File: config.mk
export PLATFORM = sky130hd
export DESIGN_NAME = row_window_feeder
export DESIGN_NICKNAME = d
export VERILOG_FILES = /design/src/rtl/row_window_feeder_pkg.sv /design/src/rtl/row_window_feeder_ring.sv /design/src/rtl/row_window_feeder.sv
export SDC_FILE = /design/constraint.sdc
export NUM_CORES = 2
export LEC_CHECK = 0
export CAP_MARGIN = 10
export CORE_MARGIN = 2
export CORE_UTILIZATION = 51
export DETAILED_ROUTE_END_ITERATION = 7
export MAX_ROUTING_LAYER = met4
export PLACE_DENSITY_LB_ADDON = 0.05
export SYNTH_ARGS = -nofsm -noshare
export SYNTH_HDL_FRONTEND = slang
export SYNTH_HIERARCHICAL = 1
export SYNTH_SLANG_ARGS = --single-unit
File: constraint.sdc
create_clock -name clk_i -period 86.8 [get_ports clk_i]
set_input_delay 17.36 -clock clk_i [delete_from_list [all_inputs] [get_ports clk_i]]
set_output_delay 17.36 -clock clk_i [all_outputs]
set_load 0.05 [all_outputs]
File: src/rtl/row_window_feeder_pkg.sv
// Shared types and default widths for the row window feeder.
// Widths mirror the CAE-wide DATA_WIDTH / INPUT_SIZE defines.
package row_window_feeder_pkg;

  localparam int DEF_DATA_WIDTH = 16;
  localparam int DEF_INPUT_SIZE = 15;
  localparam int ROW_RING_DEPTH = 4;

  typedef enum logic {
    IDLE,
    RUN
  } feeder_state_t;

  typedef logic [DEF_INPUT_SIZE-1:0][DEF_DATA_WIDTH-1:0] row_t;

endpackage

File: src/rtl/row_window_feeder_ring.sv
// Four-row ring: one element write port and three whole-row read ports
// at rd_ptr, rd_ptr+1 and rd_ptr+2 (mod 4).
module row_ring_bank
  import row_window_feeder_pkg::*;
#(
  parameter int DATA_WIDTH = DEF_DATA_WIDTH,
  parameter int INPUT_SIZE = DEF_INPUT_SIZE,
  localparam int COL_W = $clog2(INPUT_SIZE)
) (
  input  logic                                 clk_i,
  input  logic                                 rst,
  input  logic                                 wr_en,
  input  logic [1:0]                           wr_ptr,
  input  logic [COL_W-1:0]                     col_cnt,
  input  logic [DATA_WIDTH-1:0]                wr_data,
  input  logic [1:0]                           rd_ptr,
  output logic [INPUT_SIZE-1:0][DATA_WIDTH-1:0] row1,
  output logic [INPUT_SIZE-1:0][DATA_WIDTH-1:0] row2,
  output logic [INPUT_SIZE-1:0][DATA_WIDTH-1:0] row3
);

  logic [ROW_RING_DEPTH-1:0][INPUT_SIZE-1:0][DATA_WIDTH-1:0] ring;

  genvar gi;
  generate
    for (gi = 0; gi < ROW_RING_DEPTH; gi++) begin : g_row
      logic [INPUT_SIZE-1:0][DATA_WIDTH-1:0] row_reg;

      always_ff @(posedge clk_i or posedge rst) begin
        if (rst) begin
          row_reg <= '0;
        end else if (wr_en && (wr_ptr == 2'(gi))) begin
          row_reg[col_cnt] <= wr_data;
        end
      end

      assign ring[gi] = row_reg;
    end
  endgenerate

  // 2-bit pointer arithmetic wraps naturally around the 4-deep ring.
  assign row1 = ring[rd_ptr];
  assign row2 = ring[rd_ptr + 2'd1];
  assign row3 = ring[rd_ptr + 2'd2];

endmodule

File: src/rtl/row_window_feeder.sv
// Raster-to-3-row-window feeder: buffers rows in a 4-deep ring and holds a
// stable window for the conv engine until it reports completion.
module row_window_feeder
  import row_window_feeder_pkg::*;
#(
  parameter int DATA_WIDTH = DEF_DATA_WIDTH,
  parameter int INPUT_SIZE = DEF_INPUT_SIZE,
  parameter int NUM_ROWS   = 15,
  localparam int WIN_W = $clog2(NUM_ROWS),
  localparam int COL_W = $clog2(INPUT_SIZE)
) (
  input  logic                                 clk_i,
  input  logic                                 rst,
  input  logic                                 pix_valid,
  input  logic [DATA_WIDTH-1:0]                pix_data,
  output logic                                 pix_ready,
  output logic [INPUT_SIZE-1:0][DATA_WIDTH-1:0] data_row1_o,
  output logic [INPUT_SIZE-1:0][DATA_WIDTH-1:0] data_row2_o,
  output logic [INPUT_SIZE-1:0][DATA_WIDTH-1:0] data_row3_o,
  output logic                                 conv_enable,
  input  logic                                 conv_done,
  output logic [WIN_W-1:0]                     win_idx,
  output logic                                 frame_done
);

  feeder_state_t    state_reg;
  logic [2:0]       occ_reg;
  logic [2:0]       occ_next;
  logic [1:0]       wr_ptr_reg;
  logic [1:0]       rd_ptr_reg;
  logic [COL_W-1:0] col_cnt_reg;
  logic             accept;
  logic             row_done;
  logic             retire;
  logic             last_win;
  logic [2:0]       retire_cnt;

  assign pix_ready  = (occ_reg != 3'd4);
  assign accept     = pix_valid & pix_ready;
  assign row_done   = accept && (col_cnt_reg == COL_W'(INPUT_SIZE - 1));
  assign retire     = (state_reg == RUN) && conv_done;
  assign last_win   = (win_idx == WIN_W'(NUM_ROWS - 3));
  // The last window of a frame frees all three of its rows at once.
  assign retire_cnt = !retire ? 3'd0 : (last_win ? 3'd3 : 3'd1);
  assign occ_next   = occ_reg + {2'b00, row_done} - retire_cnt;

  always_ff @(posedge clk_i or posedge rst) begin
    if (rst) begin
      state_reg   <= IDLE;
      occ_reg     <= '0;
      wr_ptr_reg  <= '0;
      rd_ptr_reg  <= '0;
      col_cnt_reg <= '0;
      conv_enable <= 1'b0;
      win_idx     <= '0;
      frame_done  <= 1'b0;
    end else begin
      if (accept) begin
        col_cnt_reg <= row_done ? '0 : col_cnt_reg + 1'b1;
        if (row_done) begin
          wr_ptr_reg <= wr_ptr_reg + 2'd1;
        end
      end
      occ_reg    <= occ_next;
      rd_ptr_reg <= rd_ptr_reg + retire_cnt[1:0];
      frame_done <= retire && last_win;

      case (state_reg)
        IDLE: begin
          if (occ_reg >= 3'd3) begin
            state_reg   <= RUN;
            conv_enable <= 1'b1;
          end
        end
        RUN: begin
          if (conv_done) begin
            state_reg   <= IDLE;
            conv_enable <= 1'b0;
            win_idx     <= last_win ? '0 : win_idx + 1'b1;
          end
        end
        default: begin
          state_reg   <= IDLE;
          conv_enable <= 1'b0;
        end
      endcase
    end
  end

  row_ring_bank #(
    .DATA_WIDTH(DATA_WIDTH),
    .INPUT_SIZE(INPUT_SIZE)
  ) u_ring (
    .clk_i  (clk_i),
    .rst    (rst),
    .wr_en  (accept),
    .wr_ptr (wr_ptr_reg),
    .col_cnt(col_cnt_reg),
    .wr_data(pix_data),
    .rd_ptr (rd_ptr_reg),
    .row1   (data_row1_o),
    .row2   (data_row2_o),
    .row3   (data_row3_o)
  );

endmodule

==> metrics list <==
- Status: completed
- WHS Path Cells: 1
- Initial antenna violation count: 7
- Crit path max-delay family: buffers and inverters
- By startpoint and endpoint, the worst setup path is classified as flip-flop to primary output.
- After clock tree synthesis, the repair step resized 0 gates.
- Syn Nets: around 3200
- Router iterations before antenna repair: 5
* Number of nets still failing antenna checks after routing: 0
- Yosys attributes the largest share of cell area to sky130_fd_sc_hd__dfrtp_1 (45%), sky130_fd_sc_hd__mux4_2 (30%), sky130_fd_sc_hd__mux2_2 (20%).
- Setup repair after global routing missed its margin: no
- For hold timing, the worst endpoint is occ_reg[2]$_DFF_PP0_.
- The cell sitting at the root of the clock tree is a sky130_fd_sc_hd__clkbuf_16.
- The worst register-to-register path has a setup slack of 83.62 ns.
- Launch point of the worst hold path: occ_reg[2]$_DFF_PP0_
- For this block, the via count after detailed routing is around 35000.
- The cell that appears most often on the critical path is sky130_fd_sc_hd__buf_4.
* Type of the tightest min-delay check: flip-flop to flip-flop
* Area leader, netlist: sky130_fd_sc_hd__dfrtp_1
- At the pin with the least slew margin, the transition time is approximately 1.2 ns.
* Cell depth of the worst flop-to-flop path: 6
- After routing, the total negative slack on setup checks comes to 0 ns.
* Critical path's largest stage delay: approximately 1.0 ns
- Crit-path max FO: 60
- Cell with the largest stage delay on the worst path: sky130_fd_sc_hd__dfrtp_4
- Post-synthesis cell area: about 55000 um^2
* Arrival time at the worst endpoint: between 5 and 6 ns
* TritonCTS buffer count: 108
- Synthesis-to-layout area growth: 21.08%
- The share of the Yosys chip area taken by registers is 44.85%.
- Via/cell ratio: 6.654
* Clk slew on worst S/H paths: 0.06 ns
* Synth cell types: 46
* Average cell area after synthesis: 17.38 um^2
* Starting Density: 51.61%
- After legalization and detailed placement, the total HPWL measured 108800 um.
- Area share of the largest cell type after synthesis: 44.85%
- Nature of the critical path endpoint: primary output
- In this run the count of I/O pins placed on the die edge is 747.
- Portion of the clock cycle consumed by the worst path in the final layout: 26.65%
- Entering global routing, the biggest net connects 180 pins.
- The number of global-route vias before repair came to 35420.
- Remaining Overflow, GRT: 0
- For this run, the top clock speed supported by timing is 43.22 MHz.
- During synthesis, Yosys emitted a total of 6 warnings.
- At the end of routability-driven placement, the weighted congestion stood at about 0.84.
- The count of buffers added on input and output ports is 746.
- In this run the vertical extent of the chip is 331.1 um.
* CTS tree: built
* Number of design rule violations left after detail routing: 0
- The floorplan has 119 rows.
* R2r endpoint: u_ring/g_row[0].row_reg[181]$_DFFE_PP0P_
* Total of flip-flops plus latches after synthesis: 978
- Worst reg2reg path startpoint: occ_reg[2]$_DFF_PP0_
* Wire length of the first global-routing pass: 241900 um
- In this run the tightest slew margin relative to its limit is 20.04%.
- The H-tree generated during clock tree synthesis spans 3 levels.
- The number of hold buffers added after CTS was 0.
- The library cell used most frequently in the layout, excluding fill and tap cells, is sky130_fd_sc_hd__dfrtp_1.
- Counting both buffers and inverters, the worst setup path holds a total of 4.
- Startpoint class of the critical path: flip-flop
- Sinks on the clock net: 978
- Flip-flop count of the largest register, all copies and words added: 960
* All-Layer GR Usage: 31.00%
- Of the cells placed in the final design, the portion with a size suffix greater than 1 is 52.70%.
- After detailed routing, the total wire length is 164700 um.
- For this design the ratio of total power to cell area is 41.79 nW/um^2.
* Number of endpoints with negative hold slack in the final report: 0
* Endpoint required time on the critical path: roughly 70 ns
* Chip width: between 300 and 400 um
- Post-route clock skew: 0.01488 ns
* Crit path time final: 23.13 ns
- Worst Hold Slack: 0.5050 ns
- Iter 0 DRT Violations: approximately 2500
- The longest clock path from root to sink contains 3 buffers.
- Peak VDD IR: 32.58 uV
- Core area: between 100000 and 150000 um^2
- After technology mapping, the gate count stands at roughly 3100.
- Maxcap violations: 0
- Total Nets Final: 3740
* Setup violation total in the final timing report: 0
- The top cell types in the final layout, fill and taps aside, are sky130_fd_sc_hd__dfrtp_1 (976), sky130_fd_sc_hd__mux2_2 (950), sky130_fd_sc_hd__clkdlybuf4s50_1 (730).
- Total setup buffers inserted after CTS: 0
- The final max-slew violation count is 0.
- For this design the static power due to leakage is 28.57 nW.
- The floorplan step defined a die boundary enclosing ~110000 um^2.
- Clk Latency, worst-skew pair: 0.68 ns
* CP Cell Sequence: buf_4 > buf_4 > buf_4 > mux4_2 > clkdlybuf4s50_1
- After detailed routing, the average wire length per cell comes to 31.73 um.
per-layer routing:
layer | GRT usage (%) | part of all wire, % | vias to the layer above
met5 | - | 0 | -
met4 | 10.67 | 3.8 | 0
met3 | 6.862 | 7.2 | 268
met2 | 50.07 | 51 | 1337
met1 | 38.97 | 38 | 19184
li1 | - | - | 13752
how the worst max path moves through the flow:
stage,start,endpoint,slack (ns),depth (start not counted)
2_1_floorplan,rst,u_ring/g_row[0].row_reg[0]$_DFFE_PP0P_,42.44,1
3_3_place_gp,rd_ptr_reg[0]$_DFF_PP0_,data_row2_o[56],64.37,5
3_5_place_dp,rd_ptr_reg[0]$_DFF_PP0_,data_row2_o[56],64.23,5
4_1_cts,rd_ptr_reg[0]$_DFF_PP0_,data_row2_o[56],63.48,5
5_1_grt,rd_ptr_reg[0]$_DFF_PP0_,data_row2_o[53],63.15,5
6_report,rd_ptr_reg[0]$_DFF_PP0_,data_row2_o[57],63.67,5
cells by family after synthesis:
logic type | after synthesis | share of synthesized area, %
AO/OA/AOI/OAI | 11 | 0.1399
flip-flops | 978 | 44.85
XOR/XNOR | 7 | 0.1124
AND/OR/NAND/NOR | 105 | 1.713
adder cells (fa/ha/maj) | 9 | 0.2202
multiplexers | 1682 | 49.65
buffers and inverters | 347 | 3.311
cell type report:
class                      instances  area [um^2]
tap                             1391         1740
multi-input combinational       1814        28290
timing repair buffer             796         7835
clock buffer                     161         3248
antenna                            1        2.502
sequential                       978        24480
inverter                          13        56.30
clock inverter                    37        414.1
fill                            7543        39650
where the power goes:
| part | total (mW) | switching [mW] | internal (mW) | leakage [nW] |
|---|---|---|---|---|
| Combinational | 1.59 | 0.935 | 0.650 | 13.5 |
| Sequential | 0.705 | 0.135 | 0.570 | 13.2 |
| Clock | 0.470 | 0.187 | 0.284 | 1.83 |
through the flow:
step / cells / instance area (um^2) / utilization (%) / setup slack, ns / power [mW]
CTS: 5189 / 66030 / 62.47 / 63.48 / 2.778
detailed placement: 4991 / 62370 / 59.00 / 64.23 / 2.299
finish: 5191 / 66060 / 62.49 / 63.67 / 2.761
floorplan: 3139 / 54560 / - / 42.44 / 1.830
global placement: 4991 / 62370 / 59.00 / 64.37 / 2.266
global route: 5191 / 66060 / 62.49 / 63.15 / 2.867
synth_stat cells, drive strengths merged:
library cell / n
nand2b: 2
a21oi: 1
inv: 13
nor2: 23
nand4b: 4
xnor2: 6
o41ai: 1
nor4: 1
ha: 8
fa: 1
o211ai: 2
and3b: 2
buf: 197
o22ai: 1
nand4: 1
clkbuf: 137
and4bb: 6
nand2: 49
and3: 3
xor2: 1
mux2: 962
nand3b: 2
nor4b: 4
mux4: 720
dfrtp: 978
nor3b: 1
or3b: 2
a21o: 1
nand3: 5
o2bb2ai: 2
o21ai: 3
worst register-to-register path, stage by stage, from the launching register on:
cell	delay, ns
sky130_fd_sc_hd__dfrtp_1	0.40
sky130_fd_sc_hd__or3b_1	0.41
sky130_fd_sc_hd__nand2_8	0.10
sky130_fd_sc_hd__inv_1	0.21
sky130_fd_sc_hd__or3b_2	0.61
sky130_fd_sc_hd__nor2_2	0.90
sky130_fd_sc_hd__mux2_2	0.44
Power figures use the tool's default switching activity.
